`src/rtl/io_tx_buffer.sv`:
```
// ----------------------------------------------------------------------------
// io_tx_buffer
//
// Snoops CPU bus writes to the I/O window. Output bytes written to offset 0x0
// are queued in a FIFO and drained to the UART transmitter over a valid/ready
// link. A write to offset 0x4 starts the program-stop sequence:
//   1. drain the queue,
//   2. send one NUL byte,
//   3. raise prog_stop.
//
// Ports
//   clk_in          single clock
//   rst_in          asynchronous, active-low reset
//   rdy_in          cpu ready; bus writes are only decoded while high
//   mem_a           cpu address; window select is mem_a[17:16] == 2'b11
//   mem_dout        cpu write data
//   mem_wr          cpu write strobe
//   io_buffer_full  registered back-pressure to the cpu
//   tx_data         byte presented to the UART (registered)
//   tx_valid        tx_data valid (registered)
//   tx_ready        UART accepts tx_data this cycle
//   overflow        sticky: a byte was dropped because the queue was full
//   prog_stop       sticky: stop sequence finished
// ----------------------------------------------------------------------------
module io_tx_buffer #(
    parameter int DEPTH_LOG2  = 4,
    parameter int FULL_MARGIN = 2
) (
    input  logic        clk_in,
    input  logic        rst_in,
    input  logic        rdy_in,
    input  logic [31:0] mem_a,
    input  logic [7:0]  mem_dout,
    input  logic        mem_wr,
    output logic        io_buffer_full,
    output logic [7:0]  tx_data,
    output logic        tx_valid,
    input  logic        tx_ready,
    output logic        overflow,
    output logic        prog_stop
);

    localparam int DEPTH = 1 << DEPTH_LOG2;
    localparam int CNT_W = DEPTH_LOG2 + 1;
    localparam logic [CNT_W-1:0] DEPTH_CNT  = CNT_W'(DEPTH);
    localparam logic [CNT_W-1:0] MARGIN_CNT = CNT_W'(FULL_MARGIN);

    typedef enum logic [1:0] {
        RUN,
        DRAIN,
        SEND_NUL,
        HALTED
    } state_t;

    state_t state_q, state_d;

    logic [7:0]            mem [DEPTH];
    logic [DEPTH_LOG2-1:0] wr_ptr_q, rd_ptr_q, rd_ptr_d;
    logic [CNT_W-1:0]      count_q, count_d, free_d;
    logic [7:0]            head_d, tx_data_d;
    logic                  tx_valid_d;
    logic                  io_sel, push_req, stop_req, push, pop, drop_full;

    // Upper and middle address bits are outside the decode.
    logic unused_addr;
    assign unused_addr = ^{mem_a[31:18], mem_a[15:3]};

    // ------------------------------------------------------------------
    // Bus decode
    // ------------------------------------------------------------------
    assign io_sel   = rdy_in && mem_wr && (mem_a[17:16] == 2'b11);
    assign push_req = io_sel && (mem_a[2:0] == 3'h0) && (mem_dout != 8'h00);
    assign stop_req = io_sel && (mem_a[2:0] == 3'h4);

    // The NUL sent in SEND_NUL is not a queue entry, so it never pops.
    assign pop = tx_valid && tx_ready && (count_q != '0);

    // A pop in the same cycle frees the slot the push needs, even when full.
    assign push      = push_req && (state_q == RUN) && ((count_q != DEPTH_CNT) || pop);
    assign drop_full = push_req && (state_q == RUN) && (count_q == DEPTH_CNT) && !pop;

    // ------------------------------------------------------------------
    // Next-state logic
    // ------------------------------------------------------------------
    // NOTE: every always_comb output gets a default first so no path leaves
    // it unassigned; otherwise synthesis infers a latch.
    always_comb begin
        count_d = count_q;
        if (push && !pop) begin
            count_d = count_q + CNT_W'(1);
        end else if (!push && pop) begin
            count_d = count_q - CNT_W'(1);
        end
    end

    assign rd_ptr_d = pop ? rd_ptr_q + DEPTH_LOG2'(1) : rd_ptr_q;
    assign free_d   = DEPTH_CNT - count_d;

    // Head of the queue after this edge. If no old entry remains, the head is
    // the byte being pushed now. Otherwise it is the oldest stored entry,
    // which a same-cycle push never overwrites.
    always_comb begin
        head_d = mem[rd_ptr_d];
        if ((count_q == '0) || (pop && (count_q == CNT_W'(1)))) begin
            head_d = mem_dout;
        end
    end

    always_comb begin
        state_d = state_q;
        unique case (state_q)
            RUN:      if (stop_req)            state_d = DRAIN;
            DRAIN:    if (count_q == '0)       state_d = SEND_NUL;
            SEND_NUL: if (tx_valid && tx_ready) state_d = HALTED;
            HALTED:   state_d = HALTED;
        endcase
    end

    // The output register shows the next head. In SEND_NUL it shows the NUL
    // terminator. It holds its value while the UART stalls, because head_d
    // does not change without a pop.
    always_comb begin
        tx_valid_d = 1'b0;
        tx_data_d  = 8'h00;
        if (state_d == SEND_NUL) begin
            tx_valid_d = 1'b1;
        end else if (count_d != '0) begin
            tx_valid_d = 1'b1;
            tx_data_d  = head_d;
        end
    end

    // ------------------------------------------------------------------
    // Storage
    // ------------------------------------------------------------------
    // NOTE: the byte array has no reset. Only pointers and count are reset,
    // so stale contents are unreachable, and the array can map to plain RAM.
    always_ff @(posedge clk_in) begin
        if (push) begin
            mem[wr_ptr_q] <= mem_dout;
        end
    end

    // NOTE: sequential state uses non-blocking assignments only, so every
    // register samples values from before the edge.
    always_ff @(posedge clk_in or negedge rst_in) begin
        if (!rst_in) begin
            state_q        <= RUN;
            wr_ptr_q       <= '0;
            rd_ptr_q       <= '0;
            count_q        <= '0;
            tx_valid       <= 1'b0;
            tx_data        <= 8'h00;
            io_buffer_full <= 1'b0;
            overflow       <= 1'b0;
            prog_stop      <= 1'b0;
        end else begin
            state_q        <= state_d;
            rd_ptr_q       <= rd_ptr_d;
            count_q        <= count_d;
            tx_valid       <= tx_valid_d;
            tx_data        <= tx_data_d;
            io_buffer_full <= (state_d == HALTED) || (free_d <= MARGIN_CNT);
            if (push) begin
                wr_ptr_q <= wr_ptr_q + DEPTH_LOG2'(1);
            end
            if (drop_full) begin
                overflow <= 1'b1;
            end
            if (state_d == HALTED) begin
                prog_stop <= 1'b1;
            end
        end
    end

endmodule

```
`config.mk`:
```
export PLATFORM = sky130hd
export DESIGN_NAME = io_tx_buffer
export DESIGN_NICKNAME = d
export VERILOG_FILES = /design/src/rtl/io_tx_buffer.sv
export SDC_FILE = /design/constraint.sdc
export NUM_CORES = 1
export LEC_CHECK = 0
export ABC_AREA = 1
export ABC_CLOCK_PERIOD_IN_PS = 2550
export CAP_MARGIN = 20
export CORE_MARGIN = 4
export CORE_UTILIZATION = 52
export CTS_CLUSTER_DIAMETER = 150
export DETAILED_ROUTE_END_ITERATION = 12
export PLACE_DENSITY = 0.75
export RECOVER_POWER = 100
export SLEW_MARGIN = 20
export SYNTH_ARGS = -nofsm -noshare
export SYNTH_HDL_FRONTEND = slang
export SYNTH_SLANG_ARGS = --single-unit
```
`constraint.sdc`:
```
create_clock -name clk_in -period 2.55 [get_ports clk_in]
set_input_delay 0.6375 -clock clk_in [delete_from_list [all_inputs] [get_ports clk_in]]
set_output_delay 0.6375 -clock clk_in [all_outputs]
set_load 0.01 [all_outputs]
```
==> flow_metrics.tcl, run 1 <==
set metrics [dict create \
    grt_pass1_vias 5257 \
    switchingPower_uw 3180 \
    cts.sinks 155 \
    place_ws_ns -0.836 \
    path_max_fanout 4 \
    ys_seq_elements 155 \
    port_buffers 29 \
    fin_crit_ns 2.55 \
    wl_per_cell_um 19.3 \
    grt_pass1_wl_um 27500 \
    via_per_inst 5.70 \
    hp-class "register to register" \
    r2r_cells 17 \
    layout-drive-gt1-share_pct 22.8 \
    yosysWarnings 0 \
    arrival_ns 2.89 \
    syn_area_um2 7050 \
    hold_viol_final 0 \
    grt.overflow.total 0 \
    htreeDepth 4 \
    dpl.cell_count 899 \
    grt_antenna_before_repair 0 \
    final_cell_mix "nand3_1, edfxtp_1, nand2_1, buf_4, inv_1" \
    status "finished, violations left" \
    nNetsFinal 817 \
    drtIter0Drc 737 \
    layout_commonest_cell "nand3_1" \
    io_pins 57 \
    fillers 929 \
    netlist-cell-type-count 30 \
    start_util_pct 53.3 \
    synthToLayoutAreaGrowth_pct 25.6 \
    cts_buffers 17 \
    vias 5413 \
    endpoint_kind "register" \
    post-route-period-util_pct 99.9 \
    stdcell_count 949 \
    slew_headroom_pct -6.07 \
    die_h_um 124 \
    detail_route.wirelength_um 18300 \
    max_freq_mhz 393 \
    required_ns 2.89 \
    clock-root-buffer "clkbuf_16" \
    clock_latency_ns 0.42 \
    clk_path_buf_depth 2 \
    switching_share_pct 35.4 \
    fin_util_pct 66.9 \
    syn_inst 649 \
    rr_startpoint "state_q[1]$_DFF_PN0_" \
    holdCritStartpoint "prog_stop$_DFFE_PN0P_" \
    die_area_um2 15500 \
    p_seq_share_pct 33.5 \
    setup_tns_ns 0 \
    grt_usage_pct 22.9 \
    clock_skew_ns 0.00772 \
    tightest_slew_ns 1.59 \
    internal_power_uw 5810 \
    avgSynthCellArea_um2 10.9 \
    drc 0 \
    p_comb_share_pct 38.3 \
    holdPathStages 2 \
    hold_end "prog_stop$_DFFE_PN0P_" \
    hpwlAfterDp_um 11600 \
    core_um2 13200 \
    vdd_drop_max_mv 0.579 \
    postSynthNetCount 706 \
    antenna_left 0 \
    cts_tree "built" \
    r2r-end "tx_data[5]$_DFF_PN0_" \
    path_clk_slew_ns 0.06 \
    fin_ws_ns 0.00272 \
    cap_violations 1 \
    antenna_cells 0 \
    r2r_setup_slack_ns 0.003 \
    drt_pass1_iterations 6 \
    drv_slew 28 \
    row_count 42 \
    failed_checks "capacitance limit, slew limit" \
    leakage_uw 0.00365 \
    die_x_um 124 \
    p_per_area_nw_per_um2 1010 \
    power.share.clock_pct 28.1 \
    synth-seq-area-share_pct 64.1 \
    ctsHoldBuffers 0 \
    path_class "register to register" \
    grt_max_degree 37 \
    setup_viol 0 \
    start_kind "register" \
    gp_congestion 0.943 \
]
-- worst max-delay path: stages (launching register included) --
cell and delay, ns:
dfrtp_1 0.40, nor2_2 0.13, nand2_1 0.12, nor2_4 0.19, nand3_4 0.13, buf_6 0.14
buf_4 0.13, nand4_1 0.08, xor2_1 0.20, nand2_1 0.09, o21ai_2 0.07, inv_1 0.06
ha_2 0.19, inv_2 0.08, nand2_4 0.07, inv_4 0.09, o21ai_0 0.11, a21oi_1 0.18
-- cell usage after synthesis, drive strengths merged --
library cell  instances  area share, %
nand3               177             13
nand2               140            7.7
edfxtp              128             54
inv                  45            2.4
nor2                 43            2.8
buf                  29            3.1
dfrtp                27            9.6
ha                   12            2.1
o21ai                10           0.87
xor2                  9            1.6
nand4                 7           0.62
a21oi                 6           0.43
nand3b                6           0.64
and2                  3           0.27
nor3                  3           0.21
clkbuf                1          0.053
o21a                  1           0.11
o21bai                1           0.11
xnor2                 1           0.12
-- registers in the layout (all words and copies together), names as in the netlist --
name / count
count_q: 5
tx_data: 8
rd_ptr_q: 4
wr_ptr_q: 4
mem: 128
overflow: 1
io_buffer_full: 1
state_q: 2
tx_valid: 1
prog_stop: 1
-- cell type report --
class                           instances  area [um2]  share of cell area (%)
Clock buffer                           18         429                    4.84
Sequential cell                       155        4520                    51.0
Tap cell                              176         220                    2.48
Timing Repair Buffer                  122        1020                    11.5
Clock inverter                         14         171                    1.93
Inverter                               45         174                    1.96
Multi-Input combinational cell        419        2320                    26.2
-- through the flow --
step	hold slack (ns)	power, uW	cell area, um2
4_1_cts	0.470	8840	8700
2_1_floorplan	0.342	5070	7070
6_report	0.462	8990	8860
5_1_grt	0.484	9430	8860
3_5_place_dp	0.456	6210	7970
3_3_place_gp	0.448	6120	7970
-- logic make-up after synthesis --
kind of cell / share of synthesized area, %
and+or+nand+nor: 24.9
DFF: 64.1
AOI/OAI and AO/OA: 1.51
adders and majority gates: 2.13
xor gates and xnor gates: 1.77
buffers and inverters: 5.59
-- what timing repair did --
| item | in CTS | in global routing |
|---|---|---|
| resized for setup | 35 | 53 |
| pin swaps | 18 | 29 |
| setup buffers | 7 | 11 |
| endpoints found under the setup margin | 10 | 9 |
-- worst max path at each step --
stage | from | end | slack (ns) | depth (start not counted)
detailed placement | mem_dout[4] | tx_data[7]$_DFF_PN0_ | -0.84 | 20
global route | state_q[1]$_DFF_PN0_ | tx_data[5]$_DFF_PN0_ | -0.14 | 17
global placement | mem_dout[4] | tx_data[0]$_DFF_PN0_ | -0.75 | 20
CTS | mem_wr | tx_data[0]$_DFF_PN0_ | 0.004 | 19
finish | state_q[1]$_DFF_PN0_ | tx_data[5]$_DFF_PN0_ | 0.003 | 17
floorplan | mem_a[1] | tx_data[1]$_DFF_PN0_ | 0.05 | 18
-- power by group through the flow --
stage / clock network, uW / logic, uW / registers, uW
floorplan: 0 / 1980 / 3080
global placement: 0 / 3060 / 3060
detailed placement: 0 / 3150 / 3060
CTS: 2560 / 3270 / 3010
global route: 2680 / 3720 / 3030
finish: 2530 / 3450 / 3010
-- routing by layer --
metal	vias to the layer above	GRT usage [%]	routed length [um]	part of all wire, %
met5	-	0	0	0
met4	0	9.22	539	2.9
met3	54	5.45	1700	9.3
met2	314	36.5	8920	49
met1	2572	30.5	7120	39
li1	2473	-	-	-
No activity file was read; power rests on OpenSTA's default activity.
==> inputs of run 2 (changes only) <==
CORE_ASPECT_RATIO = 1.4   (was default)
==> run 2 against run 1 <==
  * The flow still finishes with violations (capacitance limit, slew limit)
  * Critical path depth unchanged
  * Sequential cell count unchanged
  * Combinational power fell by 2%
  * Total power shrank 1.1%
  * Utilization decreased by 1.5 points
  * Design area is 1.6% lower
  * Sequential share of layout area up 0.83 points
  * Via count increased by 0.59%
  * Non-clock buffer count down 17
  * Register-to-register slack hardly changed
  * Hold slack better by 0.012 ns
  * Critical path type unchanged
  * Highest routed layer unchanged
==> flow_metrics.tcl, run 2 (synthesized netlist as in run 1, its figures left out) <==
set metrics [dict create \
    failed_checks "capacitance limit, slew limit" \
    grt_pass1_vias 5487 \
    cts_buffers 17 \
    required_ns 2.86 \
    wl_per_cell_um 19.5 \
    multi_input_area_um2 2320 \
    row_count 50 \
    fin_util_pct 65.4 \
    post-route-period-util_pct 99.8 \
    gp_congestion 0.896 \
    start_kind "register" \
    via_per_inst 5.80 \
    grt_usage_pct 24.0 \
    start_util_pct 52.9 \
    grt.overflow.total 0 \
    port_buffers 29 \
    drc 0 \
    fillers 940 \
    clock_latency_ns 0.42 \
    drt_pass1_iterations 5 \
    grt_antenna_before_repair 0 \
    fin_crit_ns 2.55 \
    rsz0062_at_grt "true" \
    max_freq_mhz 393 \
    tightest_slew_ns 1.60 \
    hpwlAfterDp_um 11900 \
    clock-root-buffer "clkbuf_16" \
    drv_slew 28 \
    cts.sinks 155 \
    ctsHoldBuffers 0 \
    grt_max_degree 52 \
    r2r_cells 17 \
    path_class "register to register" \
    grt_pass1_wl_um 28500 \
    detail_route.wirelength_um 18300 \
    leakage_uw 0.00356 \
    holdCritStartpoint "prog_stop$_DFFE_PN0P_" \
    clock_skew_ns 0.00981 \
    nNetsFinal 800 \
    die_h_um 146 \
    largest_reg_flops 128 \
    path_clk_slew_ns 0.06 \
    hold_viol_final 0 \
    rr_startpoint "count_q[1]$_DFF_PN0_" \
    drtIter0Drc 621 \
    regMostFlops "mem" \
    layout-drive-gt1-share_pct 19.7 \
    hold_end "prog_stop$_DFFE_PN0P_" \
    r2r_setup_slack_ns 0.005 \
    cap_violations 1 \
    status "finished, violations left" \
    endpoint_kind "register" \
    place_ws_ns -0.794 \
    fin_ws_ns 0.00480 \
    antenna_left 0 \
    hp-class "register to register" \
    p_per_area_nw_per_um2 1020 \
    synthToLayoutAreaGrowth_pct 23.6 \
    hold-worst-slack_ns 0.474 \
    layout_commonest_cell "nand3_1" \
    reg.largest.list "mem: 128 flops, tx_data: 8 flops, count_q: 5 flops" \
    cts_tree "built" \
    setup_viol 0 \
    io_pins 57 \
    die_x_um 106 \
    clk_path_buf_depth 2 \
    seq_area_um2 4520 \
    vdd_drop_max_mv 0.573 \
    r2r-end "tx_data[0]$_DFF_PN0_" \
    antenna_cells 0 \
    vias 5445 \
    core_um2 13300 \
    holdPathStages 2 \
    die_area_um2 15500 \
    htreeDepth 4 \
    slew_headroom_pct -6.72 \
    arrival_ns 2.85 \
    path_max_fanout 4 \
    final_cell_mix "nand3_1, edfxtp_1, nand2_1, buf_4" \
    p_total_uw 8890 \
]
==> run 2: power breakdown <==
group | leakage [uW] | switching (uW) | internal (uW)
Clock | 0.000265 | 964 | 1520
Sequential | 0.00146 | 118 | 2910
Combinational | 0.00184 | 2030 | 1350
Total | 0.00356 | 3110 | 5780
==> run 2: area by class of cell <==
class	count	area share (%)
Sequential cell	155	51.8
Tap cell	182	2.61
Clock inverter	13	1.74
Clock buffer	19	4.96
Timing Repair Buffer	105	10.3
Multi-Input combinational cell	419	26.6
Inverter	45	1.97
==> run 2: metrics by stage <==
step / TNS, ns / instances / cell area (um2)
5_1_grt: -0.602 / 938 / 8720
3_3_place_gp: -29.97 / 896 / 7910
2_1_floorplan: 0 / 649 / 7070
4_1_cts: 0 / 934 / 8590
6_report: 0 / 938 / 8720
3_5_place_dp: -32.47 / 896 / 7910
==> run 2: timing repair <==
item / 4_1_cts / 5_1_grt
resized for setup: 32 / 44
pin swaps: 18 / 25
setup endpoints to repair: 9 / 9
buffers inserted: 6 / 4
==> run 2: critical path, cell delays in order, from the launching register on <==
cell     delay, ns
dfrtp_1       0.40
inv_2         0.11
ha_4          0.16
nand3_4       0.09
nand2_4       0.11
nand4_1       0.18
nand2_1       0.14
nand2_1       0.08
nand2_2       0.10
ha_4          0.15
inv_4         0.04
nor3_4        0.17
ha_2          0.23
inv_2         0.05
nand2_4       0.09
buf_6         0.14
nor2_4        0.03
and2_4        0.13
==> run 2: worst max-delay path by stage <==
stage	endpoint	from
after floorplan	tx_data[1]$_DFF_PN0_	mem_a[1]
after global placement	tx_data[4]$_DFF_PN0_	mem_dout[1]
after detailed placement	tx_data[0]$_DFF_PN0_	mem_dout[3]
after CTS	tx_data[4]$_DFF_PN0_	rdy_in
after global routing	tx_data[6]$_DFF_PN0_	count_q[0]$_DFF_PN0_
final	tx_data[0]$_DFF_PN0_	count_q[1]$_DFF_PN0_
==> run 2: layer usage <==
metal / track usage [%] / wire length (um)
met5: 0 / 0
met3: 4.26 / 1310
met2: 43.3 / 9800
met4: 12.4 / 875
met1: 26.7 / 6300
==> inputs of run 3 (changes only) <==
CORE_MARGIN = 10   (was 4)
TNS_END_PERCENT = 1   (was default)
==> run 3 against run 2 <==
  * The run still ends with capacitance limit, slew limit left
  * Worst setup slack better by 0.052 ns
  * Fmax rose by 2.1%
  * Largest power group unchanged
  * Clock skew is 0.0015 ns lower
  * Critical path type is now input pin to register
  * Sequential share of layout area shrank 0.68 points
==> flow_metrics.tcl, run 3 (synthesized netlist as in run 1, its figures left out) <==
set metrics [dict create \
    status "finished, violations left" \
    failed_checks "capacitance limit, slew limit" \
    grt_max_degree 54 \
    grt_antenna_before_repair 0 \
    detail_route.wirelength_um 18300 \
    hp-class "register to register" \
    drv_slew 27 \
    fin_util_pct 66.3 \
    setup_viol 0 \
    core_um2 13300 \
    row_count 50 \
    endpoint_kind "register" \
    clock_latency_ns 0.43 \
    max_freq_mhz 401 \
    hpwlAfterDp_um 11700 \
    port_buffers 29 \
    layout_commonest_cell "nand3_1" \
    cts_buffers 17 \
    required_ns 2.86 \
    grt_pass1_wl_um 27500 \
    clk_path_buf_depth 2 \
    final_cell_mix "nand3_1, edfxtp_1, nand2_1, buf_4" \
    largest_reg_flops 128 \
    htreeDepth 4 \
    clock-root-buffer "clkbuf_16" \
    via_per_inst 5.69 \
    fin_crit_ns 2.49 \
    start_util_pct 52.9 \
    p_per_area_nw_per_um2 1040 \
    regMostFlops "mem" \
    leakage_uw 0.00360 \
    drc 0 \
    cts.sinks 155 \
    hold-worst-slack_ns 0.473 \
    stdcell_count 943 \
    nNetsFinal 805 \
    antenna_cells 0 \
    vias 5364 \
    setup_tns_ns 0 \
    start_kind "input pin" \
    place_area_um2 7970 \
    cap_violations 1 \
    reg.largest.list "mem: 128 flops, tx_data: 8 flops, count_q: 5 flops" \
    dpl.cell_count 902 \
    grt_pass1_vias 5239 \
    cts_tree "built" \
    tightest_slew_ns 1.50 \
    final_area_um2 8840 \
    clock_skew_ns 0.00835 \
    layout-drive-gt1-share_pct 21.0 \
    io_pins 57 \
    slew_headroom_pct -0.0835 \
    post-route-period-util_pct 97.8 \
    vdd_drop_max_mv 0.484 \
    die_x_um 118 \
    arrival_ns 2.80 \
    wl_per_cell_um 19.5 \
    gp_congestion 0.898 \
    die_area_um2 18700 \
    grt.overflow.total 0 \
    drt_pass1_iterations 5 \
    synthToLayoutAreaGrowth_pct 25.3 \
    hold_viol_final 0 \
    grt_usage_pct 19.2 \
    die_h_um 158 \
    antenna_left 0 \
    drtIter0Drc 552 \
    path_max_fanout 4 \
    path_clk_slew_ns 0.06 \
    path_class "input pin to register" \
    ctsHoldBuffers 0 \
]
run 3: cell count changes in the layout (fill, tap and decap cells not counted), moves of 4 or more:
cell / previous run / this run
o21ai_0: 9 / 4
a21oi_1: 6 / 2
a21oi_2: 0 / 4
buf_4: 60 / 64
clkinv_1: 4 / 0
o21ai_2: 0 / 4
run 3: per-layer routing:
layer  GRT usage [%]  routed length [um]  vias to the layer above
li1                -                   -                     2455
met1            19.7                6290                     2542
met2            35.0                9720                      301
met3            4.28                1440                       66
met4            11.8                 902                        0
met5               0                   0                        -
run 3: repair_timing:
| item | 4_1_cts | 5_1_grt |
|---|---|---|
| pin swaps | 14 | 21 |
| cloned | 0 | 1 |
| resized for setup | 30 | 49 |
| buffers inserted | 4 | 4 |
| endpoints found under the setup margin | 10 | 9 |
run 3: worst paths after layout:
path	start	to	slack, ns	cells past startpoint
hold / removal	prog_stop$_DFFE_PN0P_	prog_stop$_DFFE_PN0P_	0.47	2
setup / recovery	mem_dout[1]	io_buffer_full$_DFF_PN0_	0.06	18
setup reg to reg	state_q[1]$_DFF_PN0_	io_buffer_full$_DFF_PN0_	0.09	17
min in group asynchronous	rst_in	state_q[0]$_DFF_PN0_	1.11	2
hold reg to reg	prog_stop$_DFFE_PN0P_	prog_stop$_DFFE_PN0P_	0.47	2
max in group asynchronous	rst_in	wr_ptr_q[3]$_DFFE_PN0P_	0.56	2
run 3: stage by stage:
step                      power, uW  worst slack (ns)
after global placement         6070            -0.804
after global routing           9580           -0.0517
final                          9160            0.0570
after CTS                      8920          -0.00917
after floorplan                5070            0.0542
after detailed placement       6160            -0.905
run 3: final cells by class:
| cell class | instances | area [um2] |
|---|---|---|
| clock buffer | 17 | 425 |
| tap | 182 | 228 |
| clock inverter | 15 | 215 |
| sequential | 155 | 4520 |
| fill | 939 | 4490 |
| timing repair buffer | 110 | 945 |
| multi-input combinational | 419 | 2330 |
| inverter | 45 | 174 |
run 3: power breakdown:
part	leakage (uW)	internal [uW]	switching, uW	total [uW]
sequential	0.00146	2910	107	3020
clock	0.000296	1660	1040	2690
combinational	0.00185	1380	2070	3450
total	0.00360	5950	3210	9160
run 3: critical path, stage by stage:
cell	delay [ns]
dlygate4sd2_1	0.27
nor2_4	0.14
nand2_1	0.13
inv_1	0.12
nand2_4	0.07
nand3_4	0.11
nand3_1	0.12
nand3_2	0.10
nand2_2	0.07
inv_2	0.08
ha_4	0.14
inv_2	0.04
nor3_2	0.17
ha_2	0.29
o21ai_0	0.10
nor2_1	0.09
nand3_1	0.07
nand2_1	0.05
